===== config.mk =====
export PLATFORM = sky130hd
export DESIGN_NAME = mem_unit
export DESIGN_NICKNAME = d
export VERILOG_FILES = /design/src/rtl/mem_unit.sv
export SDC_FILE = /design/constraint.sdc
export NUM_CORES = 1
export LEC_CHECK = 0
export CAP_MARGIN = 20
export CORE_ASPECT_RATIO = 2
export CORE_MARGIN = 3
export CORE_UTILIZATION = 30
export CTS_CLUSTER_SIZE = 20
export DETAILED_ROUTE_END_ITERATION = 7
export DONT_BUFFER_PORTS = 1
export HOLD_SLACK_MARGIN = 0.08
export PLACE_DENSITY = 0.5
export REMOVE_ABC_BUFFERS = 1
export SYNTH_ARGS = -nofsm -noshare
export SYNTH_HDL_FRONTEND = slang
export SYNTH_SLANG_ARGS = --single-unit

===== constraint.sdc =====
create_clock -name clk -period 5.1 [get_ports clk]
set_input_delay 0.765 -clock clk [delete_from_list [all_inputs] [get_ports clk]]
set_output_delay 0.765 -clock clk [all_outputs]
set_load 0.02 [all_outputs]

===== src/rtl/mem_unit.sv =====
// Memory responder for the thread unit interface: decodes the control word, steers
// byte/half/word data onto a word-addressed bus and splits word-crossing accesses.
package types_pkg;
    typedef logic [31:0] word_t;
    typedef enum logic [1:0] {
        UNIT_SEL_NONE,
        UNIT_SEL_ALU,
        UNIT_SEL_MEM,
        UNIT_SEL_CSR
    } unit_sel_t;

    localparam word_t MEM_CTRL_LB = 32'd1;
    localparam word_t MEM_CTRL_LH = 32'd2;
    localparam word_t MEM_CTRL_LW = 32'd3;
    localparam word_t MEM_CTRL_SB = 32'd4;
    localparam word_t MEM_CTRL_SH = 32'd5;
    localparam word_t MEM_CTRL_SW = 32'd6;
endpackage

module mem_unit
    import types_pkg::*;
#(
    parameter int unsigned BUS_AW   = 30,
    parameter bit          SPLIT_EN = 1'b1
) (
    input  logic              clk,
    input  logic              rst,
    input  unit_sel_t         unit_sel,
    input  word_t             unit_in [3],
    output word_t             unit_out,
    output logic              unit_ready,
    output logic              bus_req,
    output logic              bus_we,
    output logic [BUS_AW-1:0] bus_addr,
    output logic [3:0]        bus_be,
    output logic [31:0]       bus_wdata,
    input  logic              bus_ack,
    input  logic [31:0]       bus_rdata
);

    typedef enum logic [1:0] {IDLE, ACC0, ACC1, DONE} state_t;

    state_t            state, state_n;
    word_t             ctrl_q, addr_q, data_q;
    word_t             ctrl_n, addr_n, data_n;
    logic [31:0]       rdata0_q, rdata0_n;
    logic              req_n, we_n;
    logic [BUS_AW-1:0] baddr_n;
    logic [3:0]        be_n;
    logic [31:0]       wdata_n;
    word_t             out_n;

    // In IDLE the live inputs feed the steering logic so word 0 can be issued next cycle.
    word_t             src_ctrl, src_addr, src_data;
    logic              dec_valid, dec_we;
    logic [3:0]        dec_mask;
    logic [1:0]        off;
    logic [4:0]        shamt;
    logic [63:0]       lanes;
    logic [7:0]        en;
    logic              split;
    logic [BUS_AW-1:0] word0, word1;
    logic [31:0]       rd_bits;
    logic [63:0]       rd_wide;
    logic [31:0]       rd_val;

    assign src_ctrl = (state == IDLE) ? unit_in[0] : ctrl_q;
    assign src_addr = (state == IDLE) ? unit_in[1] : addr_q;
    assign src_data = (state == IDLE) ? unit_in[2] : data_q;

    always_comb begin
        dec_valid = 1'b1;
        dec_we    = 1'b0;
        dec_mask  = 4'b0000;
        case (src_ctrl)
            MEM_CTRL_LB: dec_mask = 4'b0001;
            MEM_CTRL_LH: dec_mask = 4'b0011;
            MEM_CTRL_LW: dec_mask = 4'b1111;
            MEM_CTRL_SB: begin dec_mask = 4'b0001; dec_we = 1'b1; end
            MEM_CTRL_SH: begin dec_mask = 4'b0011; dec_we = 1'b1; end
            MEM_CTRL_SW: begin dec_mask = 4'b1111; dec_we = 1'b1; end
            default:     dec_valid = 1'b0;
        endcase
    end

    assign off     = SPLIT_EN ? src_addr[1:0] : 2'b00;
    assign shamt   = {off, 3'b000};
    assign lanes   = {32'b0, src_data} << shamt;
    assign en      = {4'b0000, dec_mask} << off;
    assign split   = |en[7:4];
    assign word0   = src_addr[BUS_AW+1:2];
    assign word1   = word0 + BUS_AW'(1);
    assign rd_bits = {{8{dec_mask[3]}}, {8{dec_mask[2]}}, {8{dec_mask[1]}}, {8{dec_mask[0]}}};
    assign rd_wide = (state == ACC1) ? {bus_rdata, rdata0_q} : {32'b0, bus_rdata};
    assign rd_val  = 32'(rd_wide >> shamt) & rd_bits;

    assign unit_ready = ((state == IDLE) && (unit_sel != UNIT_SEL_MEM)) || (state == DONE);

    always_comb begin
        state_n  = state;
        ctrl_n   = ctrl_q;
        addr_n   = addr_q;
        data_n   = data_q;
        rdata0_n = rdata0_q;
        req_n    = bus_req;
        we_n     = bus_we;
        baddr_n  = bus_addr;
        be_n     = bus_be;
        wdata_n  = bus_wdata;
        out_n    = unit_out;
        case (state)
            IDLE: begin
                if (unit_sel == UNIT_SEL_MEM) begin
                    ctrl_n = unit_in[0];
                    addr_n = unit_in[1];
                    data_n = unit_in[2];
                    if (dec_valid) begin
                        state_n = ACC0;
                        req_n   = 1'b1;
                        we_n    = dec_we;
                        baddr_n = word0;
                        be_n    = dec_we ? en[3:0] : 4'hF;
                        wdata_n = dec_we ? lanes[31:0] : 32'b0;
                    end else begin
                        state_n = DONE;
                        out_n   = '0;
                    end
                end
            end
            ACC0: begin
                if (bus_ack) begin
                    rdata0_n = bus_rdata;
                    if (split) begin
                        state_n = ACC1;
                        baddr_n = word1;
                        be_n    = dec_we ? en[7:4] : 4'hF;
                        wdata_n = dec_we ? lanes[63:32] : 32'b0;
                    end else begin
                        state_n = DONE;
                        req_n   = 1'b0;
                        out_n   = dec_we ? '0 : rd_val;
                    end
                end
            end
            ACC1: begin
                if (bus_ack) begin
                    state_n = DONE;
                    req_n   = 1'b0;
                    out_n   = dec_we ? '0 : rd_val;
                end
            end
            DONE: state_n = IDLE;
            default: state_n = IDLE;
        endcase
    end

    always_ff @(posedge clk or negedge rst) begin
        if (!rst) begin
            state     <= IDLE;
            ctrl_q    <= '0;
            addr_q    <= '0;
            data_q    <= '0;
            rdata0_q  <= '0;
            bus_req   <= 1'b0;
            bus_we    <= 1'b0;
            bus_addr  <= '0;
            bus_be    <= '0;
            bus_wdata <= '0;
            unit_out  <= '0;
        end else begin
            state     <= state_n;
            ctrl_q    <= ctrl_n;
            addr_q    <= addr_n;
            data_q    <= data_n;
            rdata0_q  <= rdata0_n;
            bus_req   <= req_n;
            bus_we    <= we_n;
            bus_addr  <= baddr_n;
            bus_be    <= be_n;
            bus_wdata <= wdata_n;
            unit_out  <= out_n;
        end
    end

endmodule


==> results.md, run 1 <==
- The vertical die dimension is 299 um.
- Counting flops and latches in the post-synthesis netlist gives 230.
- The internal portion of the total power is 5660 uW.
- The startpoint identified for the worst register-to-register timing path is state[1].
- The clock share of power is 0.213.
- In this design, the stage delay of the slowest critical-path cell is 0.86 ns.
- After synthesis, the netlist uses 66 different library cells.
- In the global route stage, overall resource usage came out at 0.170.
- The number of cells traversed by the worst register-to-register path is 10.
- For this run, asynchronously set or reset flops after synthesis account for 1.00.
- The count of nets left with antenna violations once routing finished came out at 0.
- The endpoint of the worst register-to-register path is bus_addr[6].
- Of the total power, the share spent switching nets is 0.403.
- In this run the number of H-tree levels came out at 1.
- The area of the multi-input gates is 6700 um2.
- The run finished, with violations left.
- Derived from the worst setup path, the maximum achievable clock frequency is 0.250 GHz.
- The critical path contains buffers and inverters numbering 2 combined.
- The kind of capture point of the worst setup path is a flop.
- For the worst-skew pair, the clock arrives at the later sink with an insertion delay of 0.54 ns.
- The layout overhead on the synthesized area is 11.5%.
- The critical path crosses 10 cells after its start point.
- The Yosys step of the flow raised 0 warnings.
- The routed length per placed instance is 22.9 um.
- Setup repair after global routing left no endpoint under its margin.
- The setup path with the least slack is of type reg2reg.
- The number of antenna violations at the first check in global routing is 0.
- The leakage power is 0.00605 uW.
- The count of standard-cell rows is 106.
- The post-layout net count is 1,329.
- Dividing the detail-routed via count by the number of cells gives 5.34.
- Summed over all nets, the switching power comes to 3820 uW.
- The checks that failed: negative hold slack.
- Along the worst path, the maximum fanout reaches 40.
- The critical path goes through inv_1, ha_4, mux2i_1, xnor2_1, o22ai_1, o2111ai_1, nor3_1, o21ai_4, buf_12, mux2_2.
- The via count is 9,337.
- For this run, the leading register cell type out of synthesis is sky130_fd_sc_hd__dfrtp_1.
- In this run, synthesis inferred 0 flip-flops with an integrated enable.
- The sequential power share is 0.328.
- The total count of max-transition violations in the final report is 0.
- The area enclosed by the die boundary is 45,500 um2.
- Data arrives at the worst endpoint at 4.43 ns.
- Power spread over the standard cell area amounts to 661 nW/um2.
- In the synthesized netlist, the number of instances is 1,221.
- The mapped cell area is 12,900 um2.
- The placed wire-length estimate after detailed placement is 28,600 um.
- The final clock period utilization by the worst path is 0.785.
- Entering global routing, the biggest net connects 231 pins.
- The number of placed instances, taps included is 1,703.
- TritonCTS built the clock tree.
- For this run, the detailed router's first-pass iteration total came to 4.
- The number of max-capacitance violations reported is 0.
- After detailed routing, the total wire length is 40,000 um.
- The number of clock sinks is 230.
- In this run the clock root is driven by a sky130_fd_sc_hd__clkbuf_16.
- The area taken by flip-flops and latches is 5760 um2.
- The number of antenna diodes in the final layout is 0.
- The number of global-route vias before repair was 9,676.
- The slowest stage cell on the critical path is sky130_fd_sc_hd__o21ai_4.
- Overall power consumption after layout is estimated at 9480 uW.
- The setup slack of the most critical reg-to-reg path is 1.10 ns.
- The number of endpoints with negative hold slack in the final report is 95.
- In the layout the commonest cells are sky130_fd_sc_hd__dfrtp_1 (230), sky130_fd_sc_hd__nand2_1 (213), sky130_fd_sc_hd__mux2_2 (191), sky130_fd_sc_hd__mux2i_1 (87), sky130_fd_sc_hd__nor2_1 (70).
- The worst-case IR drop observed on VDD is 0.000269 V.
- The clock transition at the registers of the reported paths is 0.06 ns.
- For this run the aggregate overflow at the end of global routing stands at 0.
- The share of final-layout standard cells stronger than drive strength 1 is 0.240.
- The area of the placeable core is 42,000 um2.
- The number of setup buffers added after CTS is 0.
- The worst clock skew is 0.00955 ns.
- Measured along the x axis, the die boundary spans 152 um.
- The total of buffers placed on input and output ports is 0.
- The first global-routing pass estimated 60,400 um of wire.
- Once layout is complete, the cells apart from fillers number 1,749.
- For this block, the initial DRC count from the detailed router was 304.
- The library cell used most frequently in the layout, excluding fill and tap cells, is sky130_fd_sc_hd__dfrtp_1.
- For this run, the register share of the synthesized area comes to 0.448.
- The worst hold path belongs to the class in2async.
- Fill cells in the final layout number 4,227.
- After layout, the minimum clock period comes to 4.00 ns.
- The type of element launching the critical path is a flop.
- No sink is reached through more buffers than the 3 on the longest clock path.
- On the critical path the largest part of the delay comes from compound AO/OA/AOI/OAI gates.
- The number of primary I/O pins is 234.
- Measured against its own limit, the worst slew margin works out to 0.264.
- Counting the buffers created by CTS gives 25.
- A synthesized cell averages 10.5 um2.
- The initial utilization of the core area, before any placement, comes to 0.306.
- Routability-driven placement finished with a final weighted congestion of 0.815.
- The worst path required time is 5.53 ns.
- Setup violations remaining at the end of the flow were counted as 0.
- The combinational share of power is 0.459.
- At the pin with the least slew margin, the transition time is 1.10 ns.
- The DRC violations left is 0.
- The number of gates resized after cts is 0.
- Final hold analysis gives a worst-case slack of -0.0663 ns.
-- registers in the layout, summed over array words and instances, names as in the netlist, 4 cells and up --
signal and cells:
bus_addr 30, rdata0_q 32, ctrl_q 32, addr_q 32, data_q 32, unit_out 32
bus_be 4, bus_wdata 32
-- power groups by stage --
stage               Sequential, uW  Combinational (uW)  Clock (uW)
CTS                           3120                4400        2090
detailed placement            3150                4390           0
floorplan                     2980                3450           0
global route                  3200                4790        2150
global placement              3130                4340           0
finish                        3110                4350        2020
-- Yosys cell counts (18+ instances only) --
library cell | n | area [um2]
sky130_fd_sc_hd__mux2_2 | 191 | 2150
sky130_fd_sc_hd__a22oi_1 | 33 | 248
sky130_fd_sc_hd__a31oi_1 | 18 | 113
sky130_fd_sc_hd__xor2_1 | 28 | 245
sky130_fd_sc_hd__o21ai_0 | 30 | 150
sky130_fd_sc_hd__inv_1 | 24 | 90.1
sky130_fd_sc_hd__clkbuf_1 | 47 | 176
sky130_fd_sc_hd__nor2_1 | 70 | 263
sky130_fd_sc_hd__dfrtp_1 | 230 | 5760
sky130_fd_sc_hd__o22ai_1 | 21 | 131
sky130_fd_sc_hd__nand2_1 | 213 | 800
sky130_fd_sc_hd__a21oi_1 | 18 | 90.1
sky130_fd_sc_hd__mux2i_1 | 88 | 881
-- worst register-to-register path, stage by stage (launching register included) --
cell and delay, ns:
sky130_fd_sc_hd__dfrtp_1 0.44, sky130_fd_sc_hd__inv_1 0.14, sky130_fd_sc_hd__ha_4 0.47, sky130_fd_sc_hd__mux2i_1 0.46, sky130_fd_sc_hd__xnor2_1 0.17, sky130_fd_sc_hd__o22ai_1 0.15, sky130_fd_sc_hd__o2111ai_1 0.28, sky130_fd_sc_hd__nor3_1 0.17
sky130_fd_sc_hd__o21ai_4 0.86, sky130_fd_sc_hd__buf_12 0.34, sky130_fd_sc_hd__mux2_2 0.40
-- per-layer routing --
metal	vias to the layer above	routed length (um)	global-route usage	part of all wire
met5	-	0	0	0
met3	96	3050	0.0545	0.076
li1	4302	-	-	-
met4	0	1850	0.0761	0.046
met1	4688	13300	0.166	0.33
met2	251	21800	0.323	0.54
-- worst max-delay path by stage --
stage,startpoint,endpoint,slack [ns]
after global placement,state[0],unit_out[23],1.09
final,state[1],bus_addr[6],1.10
after CTS,state[1],bus_addr[25],1.06
after global routing,state[1],bus_addr[23],0.77
after floorplan,state[0],bus_addr[0],-6.07
after detailed placement,state[0],bus_addr[11],1.06
-- through the flow --
stage	setup TNS [ns]	setup slack, ns	hold slack [ns]	util	cell area (um2)
6_report	0	1.10	-0.0663	0.341	14300
3_3_place_gp	0	1.09	0.482	0.319	13400
4_1_cts	0	1.06	-0.108	0.340	14300
5_1_grt	0	0.769	-0.100	0.341	14300
2_1_floorplan	-619.75	-6.07	0.469	-	12500
3_5_place_dp	0	1.06	0.482	0.319	13400
-- cell families (layout without fill, tap and decap cells) --
logic type | after synthesis | in the layout | synth area share
multiplexers | 295 | 295 | 0.257
AO/OA/AOI/OAI | 189 | 189 | 0.106
buffers and inverters | 105 | 93 | 0.0361
flip-flops | 230 | 230 | 0.448
adder cells (fa/ha/maj) | 5 | 5 | 0.00487
AND/OR/NAND/NOR | 358 | 358 | 0.122
XOR/XNOR | 39 | 39 | 0.0266
-- cell type report --
type | count | share of cell area
tap | 540 | 0.0471
timing repair buffer | 23 | 0.0143
multi-input combinational | 886 | 0.467
inverter | 25 | 0.00663
sequential | 230 | 0.401
clock buffer | 35 | 0.0504
clock inverter | 10 | 0.0127
No activity file was read; power rests on OpenSTA's default activity.
==> run 2: changes to the inputs <==
Settings changed: PLACE_DENSITY 0.5 to 0.51.
Clock period 5.1 ns to 3.3 ns, I/O delays scaled along.
==> results.md, run 2 (same netlist as run 1, synthesis figures left out) <==
- Setup repair after global routing could not meet its margin everywhere.
- The post-route worst hold slack is -0.342 ns (-0.276 ns).
- The via count came to 9,859 (+5.6%).
- The highest clock rate came to 0.320 GHz (+28%).
- The area of the placeable core is 42,000 um2 (unchanged).
- The maximum fanout along the worst path is 26 (-35%).
- The post-layout utilization of the core was 0.370 (+0.0287).
- The setup violation total in the final timing report is 0 (unchanged).
- The clock latency on the worst-skew pair is 0.54 ns (about the same).
- TritonCTS built the clock tree.
- The number of primary I/O pins is 234 (unchanged).
- The signal on the critical path passes through inv_1, ha_4, mux2i_1, o22ai_1, a32oi_1, o211ai_2, o21ai_1, o21ai_4, buf_12, mux2_1.
- The worst register-to-register path ends at bus_addr[27].
- The number of standard cells in the layout, taps in and fillers out is 1,877 (+7.3%).
- The actual slew at the worst max-slew pin came to 1.00 ns (-0.0960 ns).
- The area of the multi-input gates is 6720 um2 (+0.32%).
- The final period demand of the worst path is 3.13 ns (-0.879 ns).
- The final-layout fill cell count is 4,182 (-1.1%).
- The DRC violations left is 0 (unchanged).
- The wire length reported by the detailed router came to 42,900 um (+7.2%).
- The area enclosed by the die boundary is 45,500 um2 (unchanged).
- The maximum vdd drop is 0.000440 V (+64%).
- The vertical die dimension was 299 um (unchanged).
- The class of the tightest hold or removal check is in2async.
- Leaving out fill and tap cells, the most frequent cells in the layout are sky130_fd_sc_hd__dfrtp_1 (230), sky130_fd_sc_hd__nand2_1 (213), sky130_fd_sc_hd__mux2_2 (191), sky130_fd_sc_hd__dlygate4sd3_1 (101), sky130_fd_sc_hd__mux2i_1 (87).
- The power density relative to cell area is 953 nW/um2 (+44%).
- The DRC violation total after the first TritonRoute iteration is 276 (-9.2%).
- The placed wire-length estimate after detailed placement is 29,600 um (+3.5%).
- The count of TritonRoute iterations in the first routing pass is 5 (+1).
- The total of buffers placed on input and output ports came to 0 (unchanged).
- The width of the chip is 152 um (unchanged).
- The worst path required time is 3.72 ns (-1.81 ns).
- The critical path data arrival time is 3.55 ns (-0.88 ns).
- The post-layout net count was 1,457 (+9.6%).
- The count of standard-cell rows came to 106 (unchanged).
- The startpoint identified for the worst register-to-register timing path is state[1].
- The library cell used most frequently in the layout, excluding fill and tap cells, is sky130_fd_sc_hd__dfrtp_1.
- The delay contributed by the slowest stage of the critical path is 0.44 ns (-0.42 ns).
- The final reports fail on negative hold slack.
- The final clock period utilization by the worst path is 0.947 (+0.162).
- The number of antenna violations at the first check in global routing is 1 (+1).
- The maximum clock path buffer count is 3 (unchanged).
- The leakage power is 0.00656 uW (+8.4%).
- The share of final-layout standard cells stronger than drive strength 1 is 0.238 (-0.00149).
- The layout overhead on the synthesized area is 20.9%.
- The critical path ends at bus_addr[27].
- The buffer cell driving the clock tree root is sky130_fd_sc_hd__clkbuf_16.
- The run finished, with violations left.
- The startpoint of the worst setup timing path is state[1].
- The largest net degree at the start of global routing was 231 (unchanged).
- The number of global-route vias before repair is 10,620 (+9.8%).
- The number of antenna-violating nets in the routed design is 0 (unchanged).
- The setup path with the least slack is of type reg2reg.
- The worst clock skew is 0.0108 ns (+0.00128 ns).
- The combined buffer and inverter count along the critical path is 2 (unchanged).
- The number of max-capacitance violations reported is 0 (unchanged).
- The global router's overall resource usage is 0.183 (+0.0131).
- The number of levels in the clock H-tree came to 1 (unchanged).
- The number of buffers added by the clock tree synthesis step is 25 (unchanged).
- The routed length per placed instance is 22.8 um (-0.15%).
- The routability congestion estimate from global placement was 0.788 (-3.3%).
- The initial core utilization is 0.306 (unchanged).
- The number of endpoints with negative hold slack in the final report is 230 (+140%).
- The total count of max-transition violations in the final report came to 0 (unchanged).
- The cell depth of the worst setup path is 10 (unchanged).
- The total grt overflow is 0 (unchanged).
- The number of placed instances, taps included is 1,731 (+1.6%).
- The worst slew slack as a fraction of its limit is 0.328 (+0.0643).
- The kind of capture point of the worst setup path is a flop.
- The average vias per placed instance is 5.25 (-1.6%).
- The clock transition at the registers of the reported paths is 0.06 ns (about the same).
- The first-pass GRT wire length is 65,000 um (+7.6%).
- The setup slack of the most critical reg-to-reg path is 0.17 ns (-0.92 ns).
- The area taken by flip-flops and latches was 5760 um2 (unchanged).
- Hold repair after CTS inserted 101 buffers.
- The cell family contributing the most delay on the critical path is compound AO/OA/AOI/OAI gates.
- The slowest stage cell on the critical path is sky130_fd_sc_hd__dfrtp_1.
- The worst setup path is launched from a flop.
- The number of clock sinks came to 230 (unchanged).
- The number of cells traversed by the worst register-to-register path was 10 (unchanged).
run 2: metal layers:
layer	global-route usage	vias to the layer above	wire (um)
met5	0	-	0
met4	0.0729	0	1600
met3	0.0529	84	3150
met2	0.357	290	23900
met1	0.178	4928	14200
li1	-	4557	-
run 2: area by class of cell:
type,instances,area share
clock inverters,9,0.00732
repair buffers,151,0.0951
clock buffers,33,0.0448
well taps,540,0.0435
diodes,3,0.000483
flip-flops and latches,230,0.370
inverters,25,0.00612
multi-input cells,886,0.433
run 2: how the worst min path moves through the flow:
stage          from  cells past startpoint            to  slack [ns]
3_3_place_gp    rst                      0   unit_out[2]        0.21
2_1_floorplan   rst                      0     addr_q[0]        0.20
5_1_grt         rst                      0  unit_out[18]       -0.37
3_5_place_dp    rst                      0   unit_out[2]        0.21
4_1_cts         rst                      0   unit_out[2]       -0.37
6_report        rst                      0   unit_out[2]       -0.34
run 2: repair_timing:
action                                 in CTS  in global routing
resized for setup                           0                  6
setup buffers                               0                  0
setup endpoints to repair                   0                 14
endpoints found under the hold margin     331                230
run 2: where the power goes:
| group | switching [uW] | internal, uW |
|---|---|---|
| Sequential | 935 | 3840 |
| Combinational | 3910 | 3280 |
| Clock | 1220 | 1630 |
| Total | 6060 | 8750 |
run 2: stage by stage:
step           area (um2)  setup WS, ns  total power, uW   TNS, ns
2_1_floorplan       12500         -7.87             9930   -976.87
3_3_place_gp        13700         0.121            11800         0
3_5_place_dp        13700        0.0259            12000         0
4_1_cts             15500        0.0188            15000         0
5_1_grt             15500      -0.00823            15800  -0.00823
6_report            15500         0.175            14800         0
==> run 3: changes to the inputs <==
Settings changed: CTS_BUF_LIST set to sky130_fd_sc_hd__clkbuf_8.
==> results.md, run 3 (same netlist as run 1, synthesis figures left out) <==
- The run finished, with violations left.
- The checks that failed: negative hold slack.
- The power density relative to cell area is 923 nW/um2 (-3.1%).
- The DRC violations left is 0 (unchanged).
- The worst setup path is of the reg2reg kind.
- The setup violation total in the final timing report is 0 (unchanged).
- The buffer cell driving the clock tree root is sky130_fd_sc_hd__clkbuf_8.
- The clock latency on the worst-skew pair is 0.57 ns (+0.03 ns).
- The area enclosed by the die boundary is 45,500 um2 (unchanged).
- The post-route worst hold slack is -0.356 ns (-0.0137 ns).
- The critical path data arrival time is 3.60 ns (+0.05 ns).
- The share of final-layout standard cells stronger than drive strength 1 is 0.242 (+0.00367).
- The number of setup buffers added after CTS is 0 (unchanged).
- The routability congestion estimate from global placement is 0.788 (unchanged).
- The number of antenna violations at the first check in global routing is 1 (unchanged).
- The clock transition at the registers of the reported paths is 0.06 ns (about the same).
- The number of levels in the clock H-tree was 2 (+1).
- The vertical die dimension is 299 um (unchanged).
- The combinational share of power came to 0.498 (+0.013).
- The area of the placeable core is 42,000 um2 (unchanged).
- The largest net degree at the start of global routing is 231 (unchanged).
- The number of clock sinks is 230 (unchanged).
- The global router's overall resource usage came to 0.189 (+0.00562).
- The routed length per placed instance is 22.8 um (about the same).
- The sequential power share is 0.329 (+0.007).
- The maximum vdd drop is 0.000437 V (-0.73%).
- The wire length reported by the detailed router is 44,000 um (+2.5%).
- The count of TritonRoute iterations in the first routing pass was 6 (+1).
- The number of global-route vias before repair is 10,960 (+3.2%).
- The type of element launching the critical path is a flop.
- The tightest min-delay check is of the in2async type.
- The average vias per placed instance is 5.24 (-0.26%).
- The standard cell area after detailed placement is 13,700 um2 (unchanged).
- The count of standard-cell rows is 106 (unchanged).
- The maximum fanout along the worst path is 8 (-69%).
- The final clock period utilization by the worst path is 0.944 (-0.00283).
- The width of the chip is 152 um (unchanged).
- The number of antenna-violating nets in the routed design is 0 (unchanged).
- The internal power is 8430 uW (-3.6%).
- The highest clock rate came to 0.321 GHz (+0.30%).
- The maximum clock path buffer count is 3 (unchanged).
- The total power after layout is 14,500 uW (-1.8%).
- The first-pass GRT wire length is 66,800 um (+2.7%).
- The worst path required time is 3.78 ns (+0.06 ns).
- The clock share of power is 0.173 (-0.020).
- The total grt overflow was 0 (unchanged).
- The number of primary I/O pins is 234 (unchanged).
- The number of endpoints with negative hold slack in the final report is 230 (unchanged).
- The number of buffers added by the clock tree synthesis step is 39 (+56%).
- The net switching power came to 6110 uW (+0.76%).
- The worst clock skew came to 0.0223 ns (+0.0115 ns).
- The final instance area is 15,800 um2 (+1.3%).
- The number of max-capacitance violations reported came to 0 (unchanged).
- The placed wire-length estimate after detailed placement came to 29,600 um (unchanged).
- From synthesis to final layout, the design area changed by 22.5%.
- The worst setup path is captured at a flop.
- Setup repair after global routing could not meet its margin everywhere.
- The proportion of total power due to net switching is 0.420 (+0.0108).
- The worst slew slack as a fraction of its limit is 0.320 (-0.00833).
- The post-layout net count is 1,498 (+2.8%).
- The DRC violation total after the first TritonRoute iteration is 341 (+24%).
- The actual slew at the worst max-slew pin is 1.02 ns (+0.0124 ns).
- The total of buffers placed on input and output ports is 0 (unchanged).
- The leakage power was 0.00672 uW (+2.5%).
- The via count is 10,090 (+2.3%).
- The commonest non-fill, non-tap cell in the layout is sky130_fd_sc_hd__dfrtp_1.
- TritonCTS built the clock tree.
- The final period demand of the worst path is 3.12 ns (-0.00935 ns).
- The total count of max-transition violations in the final report is 0 (unchanged).
- The number of buffers inserted for hold repair after clock tree synthesis came to 128 (+27%).
- Leaving out fill and tap cells, the most frequent cells in the layout are sky130_fd_sc_hd__dfrtp_1 (230), sky130_fd_sc_hd__nand2_1 (213), sky130_fd_sc_hd__mux2_2 (191), sky130_fd_sc_hd__dlygate4sd3_1 (128), sky130_fd_sc_hd__mux2i_1 (86).
- The initial core utilization is 0.306 (unchanged).
## run 3: cell types whose count changed in the layout (fill, tap and decap cells not counted), moves of 2 or more
cell / before / now
sky130_fd_sc_hd__clkbuf_8: 4 / 47
sky130_fd_sc_hd__dlygate4sd3_1: 101 / 128
sky130_fd_sc_hd__clkbuf_16: 25 / 0
sky130_fd_sc_hd__inv_1: 24 / 38
sky130_fd_sc_hd__clkinvlp_4: 6 / 1
sky130_fd_sc_hd__clkbuf_1: 4 / 0
sky130_fd_sc_hd__bufinv_16: 2 / 0
sky130_fd_sc_hd__clkinv_2: 1 / 3
## run 3: area by class of cell
class | instances | area [um2]
fill | 4206 | 26300
multi-input combinational | 886 | 6750
sequential | 230 | 5760
timing repair buffer | 178 | 1750
tap | 540 | 676
clock buffer | 47 | 647
inverter | 25 | 95.1
clock inverter | 18 | 78.8
antenna | 2 | 5.00
## run 3: path summary, 6_finish.rpt
kind | start | end | slack, ns | depth (start not counted)
max in group asynchronous | rst | data_q[2] | 3.33 | 0
min in group clk | bus_rdata[29] | unit_out[13] | 0.25 | 4
worst min register to register | addr_q[26] | addr_q[26] | 0.50 | 1
worst max register to register | state[1] | unit_out[0] | 0.18 | 11
worst min-delay path | rst | unit_out[18] | -0.36 | 0
worst max-delay path | state[1] | unit_out[0] | 0.18 | 11
## run 3: timing repair
item,in CTS,in global routing
resized for setup,0,13
endpoints found under the hold margin,358,230
setup endpoints to repair,0,14
## run 3: power by group through the flow
stage	logic [uW]	registers, uW	clock network, uW
after CTS	7290	4780	2650
final	7240	4780	2510
after global placement	7030	4790	0
after floorplan	5330	4600	0
after global routing	7950	4920	2740
after detailed placement	7130	4830	0
## run 3: critical path, stage by stage, from the launching register on
cell	delay, ns
sky130_fd_sc_hd__dfrtp_1	0.44
sky130_fd_sc_hd__inv_1	0.14
sky130_fd_sc_hd__ha_4	0.25
sky130_fd_sc_hd__mux2i_1	0.47
sky130_fd_sc_hd__xnor2_1	0.17
sky130_fd_sc_hd__o22ai_1	0.14
sky130_fd_sc_hd__o2111ai_1	0.21
sky130_fd_sc_hd__buf_4	0.21
sky130_fd_sc_hd__o21ai_0	0.11
sky130_fd_sc_hd__or4_1	0.49
sky130_fd_sc_hd__buf_4	0.21
sky130_fd_sc_hd__o21ai_0	0.19
## run 3: through the flow
step            util  hold slack (ns)  std cells  setup TNS [ns]  setup WS (ns)
4_1_cts        0.373           -0.423       1924               0         0.0151
2_1_floorplan      -            0.199       1141         -976.87          -7.87
3_3_place_gp   0.326            0.213       1731               0          0.121
6_report       0.375           -0.356       1926               0          0.184
3_5_place_dp   0.326            0.210       1731               0         0.0259
5_1_grt        0.375           -0.412       1925        -0.00968       -0.00968
## run 3: layer usage
layer | up-vias | wire (um) | GRT usage
met3 | 99 | 3010 | 0.0520
met2 | 313 | 24400 | 0.363
met5 | - | 0 | 0
li1 | 4640 | - | -
met4 | 0 | 2090 | 0.0857
met1 | 5038 | 14500 | 0.184
